<file path="src/rtl/spi_slave_phy.sv">
// SPI mode-3 responder PHY. It oversamples the SPI pins in clk_i, deserialises MOSI and serialises MISO from a one-byte holding register.
// Define SPI_SLAVE_PHY_SYNC3_EN to get 3-FF input synchronisers. The default build uses 2-FF synchronisers.
module spi_slave_phy #(
   parameter int                    DATA_WIDTH = 8,
   parameter logic [DATA_WIDTH-1:0] FILL_BYTE  = 8'hFF
) (
   input  logic                  clk_i,
   input  logic                  rst_i,
   input  logic                  spi_clk_i,
   input  logic                  spi_ncs_i,
   input  logic                  spi_mosi_i,
   output logic                  spi_miso_o,
   output logic                  spi_miso_en_o,
   output logic [DATA_WIDTH-1:0] rx_data_o,
   output logic                  rx_valid_o,
   input  logic [DATA_WIDTH-1:0] tx_data_i,
   input  logic                  tx_load_i,
   output logic                  tx_ready_o,
   output logic                  tx_underrun_o,
   output logic                  frame_active_o,
   output logic                  frame_start_o,
   output logic                  frame_end_o
);

`ifdef SPI_SLAVE_PHY_SYNC3_EN
   localparam int SYNC_STAGES = 3;
`else
   localparam int SYNC_STAGES = 2;
`endif
   localparam int CNT_W = $clog2(DATA_WIDTH);
   localparam logic [CNT_W-1:0] LAST_BIT = CNT_W'(DATA_WIDTH - 1);

   typedef enum logic {IDLE = 1'b0, ACTIVE = 1'b1} state_t;

   state_t                  state_q, state_d;
   logic [SYNC_STAGES-1:0]  clk_sync, ncs_sync, mosi_sync;
   logic                    clk_d, ncs_d;
   logic                    clk_s, ncs_s, mosi_s;
   logic                    clk_rise, clk_fall, ncs_rise, ncs_fall;
   logic                    tx_event, rx_event, reload, load_ok;
   logic [CNT_W-1:0]        bit_cnt;
   logic [DATA_WIDTH-1:0]   rx_shift, tx_shift, hold_data;
   logic                    hold_empty;

   // Stages reset high to match an idle bus (clock high, nCS deasserted).
   always_ff @(posedge clk_i or posedge rst_i) begin
      if (rst_i) begin
         clk_sync  <= '1;
         ncs_sync  <= '1;
         mosi_sync <= '1;
         clk_d     <= 1'b1;
         ncs_d     <= 1'b1;
      end else begin
         clk_sync  <= {clk_sync[SYNC_STAGES-2:0], spi_clk_i};
         ncs_sync  <= {ncs_sync[SYNC_STAGES-2:0], spi_ncs_i};
         mosi_sync <= {mosi_sync[SYNC_STAGES-2:0], spi_mosi_i};
         clk_d     <= clk_s;
         ncs_d     <= ncs_s;
      end
   end

   assign clk_s    = clk_sync[SYNC_STAGES-1];
   assign ncs_s    = ncs_sync[SYNC_STAGES-1];
   assign mosi_s   = mosi_sync[SYNC_STAGES-1];
   assign clk_rise = ~clk_d & clk_s;
   assign clk_fall = clk_d & ~clk_s;
   assign ncs_rise = ~ncs_d & ncs_s;
   assign ncs_fall = ncs_d & ~ncs_s;

   // An nCS edge masks any spi_clk edge detected in the same cycle.
   assign tx_event = (state_q == ACTIVE) && !ncs_rise && !ncs_fall && clk_fall;
   assign rx_event = (state_q == ACTIVE) && !ncs_rise && !ncs_fall && clk_rise;
   assign reload   = ((state_q == IDLE) && ncs_fall) || (rx_event && (bit_cnt == LAST_BIT));
   assign load_ok  = tx_load_i && hold_empty;

   always_ff @(posedge clk_i or posedge rst_i) begin
      if (rst_i) state_q <= IDLE;
      else       state_q <= state_d;
   end

   always_comb begin
      state_d = state_q;
      case (state_q)
         IDLE:    if (ncs_fall) state_d = ACTIVE;
         ACTIVE:  if (ncs_rise) state_d = IDLE;
         default: state_d = IDLE;
      endcase
   end

   always_ff @(posedge clk_i or posedge rst_i) begin
      if (rst_i) begin
         spi_miso_o    <= 1'b1;
         spi_miso_en_o <= 1'b0;
         rx_data_o     <= '0;
         rx_valid_o    <= 1'b0;
         tx_underrun_o <= 1'b0;
         frame_start_o <= 1'b0;
         frame_end_o   <= 1'b0;
         bit_cnt       <= '0;
         rx_shift      <= '0;
         tx_shift      <= '0;
         hold_data     <= '0;
         hold_empty    <= 1'b1;
      end else begin
         rx_valid_o    <= 1'b0;
         tx_underrun_o <= 1'b0;
         frame_start_o <= 1'b0;
         frame_end_o   <= 1'b0;

         if ((state_q == IDLE) && ncs_fall) begin
            frame_start_o <= 1'b1;
            bit_cnt       <= '0;
            spi_miso_en_o <= 1'b1;
            spi_miso_o    <= 1'b1;
         end else if ((state_q == ACTIVE) && ncs_rise) begin
            frame_end_o   <= 1'b1;
            spi_miso_en_o <= 1'b0;
            spi_miso_o    <= 1'b1;
            bit_cnt       <= '0;
            rx_shift      <= '0;
         end else if (tx_event) begin
            spi_miso_o <= tx_shift[DATA_WIDTH-1];
            tx_shift   <= {tx_shift[DATA_WIDTH-2:0], 1'b0};
         end else if (rx_event) begin
            rx_shift <= {rx_shift[DATA_WIDTH-2:0], mosi_s};
            bit_cnt  <= bit_cnt + 1'b1;
            if (bit_cnt == LAST_BIT) begin
               bit_cnt    <= '0;
               rx_data_o  <= {rx_shift[DATA_WIDTH-2:0], mosi_s};
               rx_valid_o <= 1'b1;
            end
         end

         // The reload reads the holding register before any same-cycle load.
         if (reload) begin
            tx_shift      <= hold_empty ? FILL_BYTE : hold_data;
            tx_underrun_o <= hold_empty;
            hold_empty    <= 1'b1;
         end
         if (load_ok) begin
            hold_data  <= tx_data_i;
            hold_empty <= 1'b0;
         end
      end
   end

   assign tx_ready_o     = hold_empty;
   assign frame_active_o = (state_q == ACTIVE);

endmodule
</file>
<file path="config.mk">
export PLATFORM = sky130hd
export DESIGN_NAME = spi_slave_phy
export DESIGN_NICKNAME = d
export VERILOG_FILES = /design/src/rtl/spi_slave_phy.sv
export SDC_FILE = /design/constraint.sdc
export NUM_CORES = 1
export LEC_CHECK = 0
export ABC_AREA = 0
export BUFFER_PORTS_ARGS = -buffer_cell sky130_fd_sc_hd__buf_2
export CORE_UTILIZATION = 33
export CTS_BUF_LIST = sky130_fd_sc_hd__clkbuf_2
export DETAILED_ROUTE_END_ITERATION = 8
export SYNTH_ARGS = -nofsm -noshare
export SYNTH_HDL_FRONTEND = slang
export SYNTH_SLANG_ARGS = --single-unit
</file>
<file path="constraint.sdc">
create_clock -name clk_i -period 2.2 [get_ports clk_i]
set_input_delay 0.22 -clock clk_i [delete_from_list [all_inputs] [get_ports clk_i]]
set_output_delay 0.22 -clock clk_i [all_outputs]
set_load 0.005 [all_outputs]
</file>
==> results of run 1 <==
==> placed cells by master, fill, tap and decap left out, types with 2 or more instances in the layout <==
cell type / netlist / routed
clkbuf_2: 0 / 5
ha_1: 2 / 2
o21ai_0: 15 / 15
buf_4: 1 / 6
nor2_1: 8 / 8
nor2b_1: 3 / 3
nand2b_1: 2 / 2
buf_2: 2 / 29
a211oi_1: 2 / 2
dlygate4sd3_1: 0 / 12
inv_1: 10 / 9
mux2i_1: 7 / 7
dfstp_2: 10 / 10
maj3_1: 2 / 2
dfrtp_1: 40 / 40
mux2_2: 10 / 10
nand4_1: 7 / 7
bufinv_16: 0 / 2
nand2_1: 11 / 11
nor3_1: 7 / 7
a21oi_1: 11 / 11
==> metal layers <==
metal,vias to the layer above,wire (µm),global-route usage [%],part of all wire (%)
li1,677,-,-,-
met1,656,1725,16.76,49
met2,22,1591,18.80,46
met3,6,114,3.182,3.3
met4,0,65,4.286,1.9
met5,-,0,0,0
==> state kept, by name (all words and copies together) (netlist names), 2 cells and up <==
signal / count
bit_cnt: 3
clk_sync: 2
hold_data: 8
mosi_sync: 2
ncs_sync: 2
rx_data_o: 8
rx_shift: 7
tx_shift: 8
==> final timing paths <==
check / end / cells past startpoint / start
setup / recovery: rx_shift[0]$_DFFE_PP0P_ / 4 / clk_sync[1]$_DFF_PP1_
hold / removal: tx_ready_o$_DFFE_PP1P_ / 3 / tx_load_i
setup reg to reg: rx_shift[0]$_DFFE_PP0P_ / 4 / clk_sync[1]$_DFF_PP1_
hold reg to reg: mosi_sync[1]$_DFF_PP1_ / 0 / mosi_sync[0]$_DFF_PP1_
max in group asynchronous: mosi_sync[1]$_DFF_PP1_ / 4 / rst_i
min in group asynchronous: rx_data_o[2]$_DFFE_PP0P_ / 3 / rst_i
==> stage by stage <==
step / cell area (µm²) / util, % / hold slack [ps]
final: 2485 / 42.22 / 292.8
after global routing: 2485 / 42.22 / 294.1
after CTS: 2485 / 42.22 / 283.0
after detailed placement: 2276 / 38.67 / 323.7
after global placement: 2276 / 38.67 / 314.5
after floorplan: 2012 / - / 224.5
==> what timing repair did <==
action / 4_1_cts / 5_1_grt
gates resized for setup: 0 / 0
endpoints found under the hold margin: 33 / 0
hold buffers: 12 / 0
==> kinds of logic (layout without fill, tap and decap cells) <==
logic type | count (synthesis) | in the layout | share of synthesized area, %
simple gates | 43 | 43 | 10.95
xor+xnor | 1 | 1 | 0.4354
buf+inv | 17 | 66 | 3.856
mux | 18 | 18 | 9.640
compound gates | 34 | 34 | 10.07
flops | 50 | 50 | 62.81
fa+ha+maj | 4 | 4 | 2.239
==> critical path, cell delays in order (launching register included) <==
cell	delay, ps
dfstp_2	610
nor2b_1	300
nand2_1	110
a21boi_0	540
o21ai_0	170
==> power by group <==
part,internal (mW),switching [mW]
sequential,1.12,0.130
clock,0.302,0.276
combinational,0.216,0.162
==> layout make-up <==
type | count | area [µm²] | area share (%)
sequential | 50 | 1264 | 50.86
multi-input combinational | 100 | 670.6 | 26.99
timing repair buffer | 48 | 330.3 | 13.29
tap | 75 | 93.84 | 3.776
clock inverter | 3 | 63.81 | 2.568
inverter | 10 | 37.54 | 1.511
clock buffer | 5 | 25.02 | 1.007
==> qor.csv, run 1 <==
metric,value,unit
leading area contributor after synthesis,dfrtp_1,
Synth top cells by count,"dfrtp_1, o21ai_0, a21oi_1, nand2_1",
Setup Buffers After CTS,0,
Routed Antenna Nets,0,
placed insts,271,
critical path type,reg2reg,
Slew Limit Fails,0,
"Hold Violations, Final",0,
GRT overflow,0,
largest net degree at the start of global routing,28,
setup violators final,0,
H-tree level count,2,
number of synthesized flops with an enable pin,0,
Synth warnings,0,
initial antenna violation count,0,
Final period util,84.42,%
"Top FF cell, synth",dfrtp_1,
Critical Path RT,2490,ps
DRT Wirelength,3496,µm
last weighted congestion value of the routability-driven placer,0.6936,
Clock Latency Late Sink,410,ps
DRT Pass-1 Iters,6,
Slew headroom,57.26,%
Core Region,5886,µm²
post-synthesis area per instance,12.05,µm²
# rows,28,
Yosys cell types,33,
synthesized cell area,2012,µm²
worst setup margin,342.7,ps
Fmax achieved,538.4,MHz
"CTS clk-pin slew, worst paths",240,ps
Worst Skew,14.84,ps
DRC,1,
maximum VDD drop,466.9,µV
status,"complete, but fails checks",
Power per Cell Area,889.6,nW/µm²
top post-synthesis cells by area,"dfrtp_1, dfstp_2, mux2_2",
GRT Overall Usage,12.27,%
die width,80.08,µm
Clock Path Buffers,2,
Root Driver,clkbuf_2,
detailed placement HPWL,2436,µm
failing checks,design-rule violations,
leading cell type by number of instances after synthesis,dfrtp_1,
worst-margin pin slew,635.4,ps
Worst Path Max Fanout,6,
Max-cap violations,0,
fraction of layout cells with a size suffix above 1,30.09,%
Via density,4.677,
TritonCTS Buffers,5,
number of fill cells in the layout,564,
P&R area growth vs syn,23.51,%
RSZ-0062 raised after global routing,no,
Setup TNS,0,ps
"Cell Count, Final, Fillers Out",291,
die height,80.08,µm
Boundary Pins,30,
Nets,231,
"FF+latch count, synth",50,
first-pass GRT wire length,5961,µm
leakage,1.127,nW
Mapped Cells,167,
vias in the first global route,1246,
startpoint types,flop,
Yosys top cell area share,49.75,%
die area,6413,µm²
sequential-to-total area share from yosys stat,62.81,%
Final min period,1857,ps
R2R setup slack,340,ps
CP arrival,2140,ps
syn_nets,183,
per-cell routed wire length,12.01,µm
CTS tree,done,
initial core utilization,34.18,%
Port Buf Inserts,29,
Final Power,2.210,mW
via count,1361,
Hold Path Class,in2reg,
Post-synth ARST share,100.0,%
nature of the critical path endpoint,flop,
ANT cells,0,
Clock Sinks,50,
Initial DRC Count,31,
Place WS,387.3,ps
Note: power is estimated with default switching activity, not from simulation.
==> run 2, diff against run 1 <==
==> constraint.sdc (replaced) <==
create_clock -name clk_i -period 1.7 [get_ports clk_i]
set_input_delay 0.17 -clock clk_i [delete_from_list [all_inputs] [get_ports clk_i]]
set_output_delay 0.17 -clock clk_i [all_outputs]
set_load 0.005 [all_outputs]
==> run 2 against run 1 <==
  * The run still ends with design-rule violations left
  * Critical path depth unchanged
  * Combinational power up 56%
  * Final cell count up 4.5%
  * Register-to-register slack worse by 340 ps
  * Via count up 4.0%
  * Sequential cell count unchanged
  * Non-clock buffer count up 13
  * Die area unchanged
  * Sequential share of layout area down 2.3 points
  * Maximum frequency up 9.3%
==> qor.csv, run 2 (synthesis gave the netlist of run 1 again) <==
metric,value,unit,change
Root Driver,clkbuf_2,,
die height,80.08,µm,unchanged
Fmax achieved,588.6,MHz,+9.3%
Finished Core Util,44.22,%,+2.0 points
CP arrival,2050,ps,-90 ps
Worst path max stage delay,680,ps,+70 ps
detailed placement HPWL,2563,µm,+5.2%
Reg2Reg Launch Point,ncs_d$_DFF_PP1_,,
"Hold Violations, Final",0,,unchanged
H-tree level count,2,,unchanged
Power per Cell Area,1070,nW/µm²,+20%
setup violators final,0,,unchanged
Routed Antenna Nets,0,,unchanged
Critical Path RT,2050,ps,-440 ps
CTS tree,done,,
initial core utilization,34.18,%,unchanged
critical path type,reg2reg,,
Worst Path Max Fanout,6,,unchanged
GRT overflow,0,,unchanged
worst-margin pin slew,422.0,ps,-213.4 ps
Slew headroom,71.83,%,+15 points
fraction of layout cells with a size suffix above 1,36.24,%,+6.2 points
leakage,1.199,nW,+6.4%
most frequent cells in the layout,"dfrtp_1, buf_2, buf_4",,
initial antenna violation count,0,,unchanged
vias in the first global route,1319,,+5.9%
Worst Skew,21.81,ps,+6.974 ps
via count,1416,,+4.0%
Sw Ratio,27.20,%,+1.5 points
Worst Setup EP,spi_miso_o$_DFFE_PP1P_,,
worst flop-to-flop path endpoint,spi_miso_o$_DFFE_PP1P_,,
P&R area growth vs syn,29.35,%,
worst path cell trace,xnor2_4 -> and4b_1 -> mux2_4 -> or3_1,,
Seq pwr share,56.9,%,+0.2 points
DRT Pass-1 Iters,6,,unchanged
Boundary Pins,30,,unchanged
Core Region,5886,µm²,unchanged
Worst Hold Launch,tx_load_i,,
WHS,213.7,ps,-79.16 ps
failing checks,design-rule violations,,
Nets,244,,+5.6%
TritonCTS Buffers,5,,unchanged
Port Buf Inserts,29,,unchanged
power share of the clock group,21.9,%,-4.2 points
fin area,2603,µm²,+4.7%
Clock Latency Late Sink,410,ps,about the same
GRT Overall Usage,12.61,%,+0.34 points
Worst Setup SP,ncs_d$_DFF_PP1_,,
Initial DRC Count,60,,+94%
DRT Wirelength,3685,µm,+5.4%
Pint,2.027,mW,+23%
# rows,28,,unchanged
Max-cap violations,0,,unchanged
"CTS clk-pin slew, worst paths",260,ps,+20 ps
Final period util,99.94,%,+16 points
CP max-delay cell,dfstp_2,,
"most common cell after layout, fill and taps aside",dfrtp_1,,
maximum VDD drop,500.3,µV,+7.2%
Final min period,1699,ps,-158.3 ps
Slew Limit Fails,0,,unchanged
largest net degree at the start of global routing,33,,+18%
die area,6413,µm²,unchanged
nature of the critical path endpoint,flop,,
Clock Path Buffers,2,,unchanged
first-pass GRT wire length,6168,µm,+3.5%
status,"complete, but fails checks",,
Hold Path Class,in2reg,,
DRC,2,,+1
startpoint types,flop,,
Gate power share,21.2,%,+4.1 points
RSZ-0062 raised after global routing,yes,,
largest registers,"hold_data x8, rx_data_o x8, tx_shift x8",,
Via density,4.658,,-0.41%
per-cell routed wire length,12.12,µm,+0.90%
DP Area,2364,µm²,+3.8%
P_sw,0.7576,mW,+33%
last weighted congestion value of the routability-driven placer,0.7215,,+4.0%
Clock Sinks,50,,unchanged
R2R cell count,4,,unchanged
R2R setup slack,1,ps,-340 ps
ANT cells,0,,unchanged
die width,80.08,µm,unchanged
run 2: changes by cell type in the layout (fill, tap and decap cells not counted), sizes merged:
cell	before	now
buf	36	49
bufinv	2	1
clkinv	1	2
run 2: area by class of cell:
| class | instances | area, µm² |
|---|---|---|
| flip-flops and latches | 50 | 1264 |
| repair buffers | 61 | 441.7 |
| well taps | 75 | 93.84 |
| inverters | 10 | 37.54 |
| clock inverters | 3 | 40.04 |
| fillers | 569 | 3283 |
| multi-input cells | 100 | 700.7 |
| clock buffers | 5 | 25.02 |
run 2: layer usage:
metal	vias to the layer above	track usage, %	routed length, µm
met4	0	4.821	60
met1	677	18.55	1966
met5	-	0	0
met2	25	17.95	1538
li1	708	-	-
met3	6	2.727	119
run 2: through the flow:
stage | setup WS [ps] | instances | total power, mW | TNS (ps)
2_1_floorplan | -109.2 | 167 | 1.983 | -109.2
3_3_place_gp | 29.89 | 278 | 2.150 | 0
3_5_place_dp | 3.904 | 278 | 2.171 | 0
4_1_cts | -0.9124 | 299 | 2.805 | -0.9124
5_1_grt | -48.66 | 304 | 2.970 | -227.1
6_report | 1.011 | 304 | 2.785 | 0
run 2: worst max-delay path, delay by kind of cell (launching register included):
family,cells,cell delay (ps)
and+or+nand+nor,2,540
xor gates and xnor gates,1,140
DFF,1,680
muxes,1,300
run 2: worst min path at each step:
stage	to	slack, ps	depth (start not counted)
floorplan	clk_sync[0]$_DFF_PP1_	170	0
global placement	rx_data_o[7]$_DFFE_PP0P_	200	2
detailed placement	rx_data_o[1]$_DFFE_PP0P_	200	2
CTS	tx_ready_o$_DFFE_PP1P_	210	3
global route	tx_ready_o$_DFFE_PP1P_	210	3
finish	tx_ready_o$_DFFE_PP1P_	210	3
run 2: power groups by stage:
stage	registers, mW	clock network, mW	logic, mW
floorplan	1.58	0	0.403
global placement	1.61	0	0.539
detailed placement	1.61	0	0.557
CTS	1.59	0.632	0.583
global route	1.62	0.689	0.662
finish	1.58	0.610	0.591
run 2: what timing repair did:
item	4_1_cts	5_1_grt
setup buffers	1	4
endpoints found under the setup margin	1	15
hold buffers	12	0
endpoints found under the hold margin	27	0
gates resized for setup	0	6
gates cloned	0	1
pin swaps	2	1
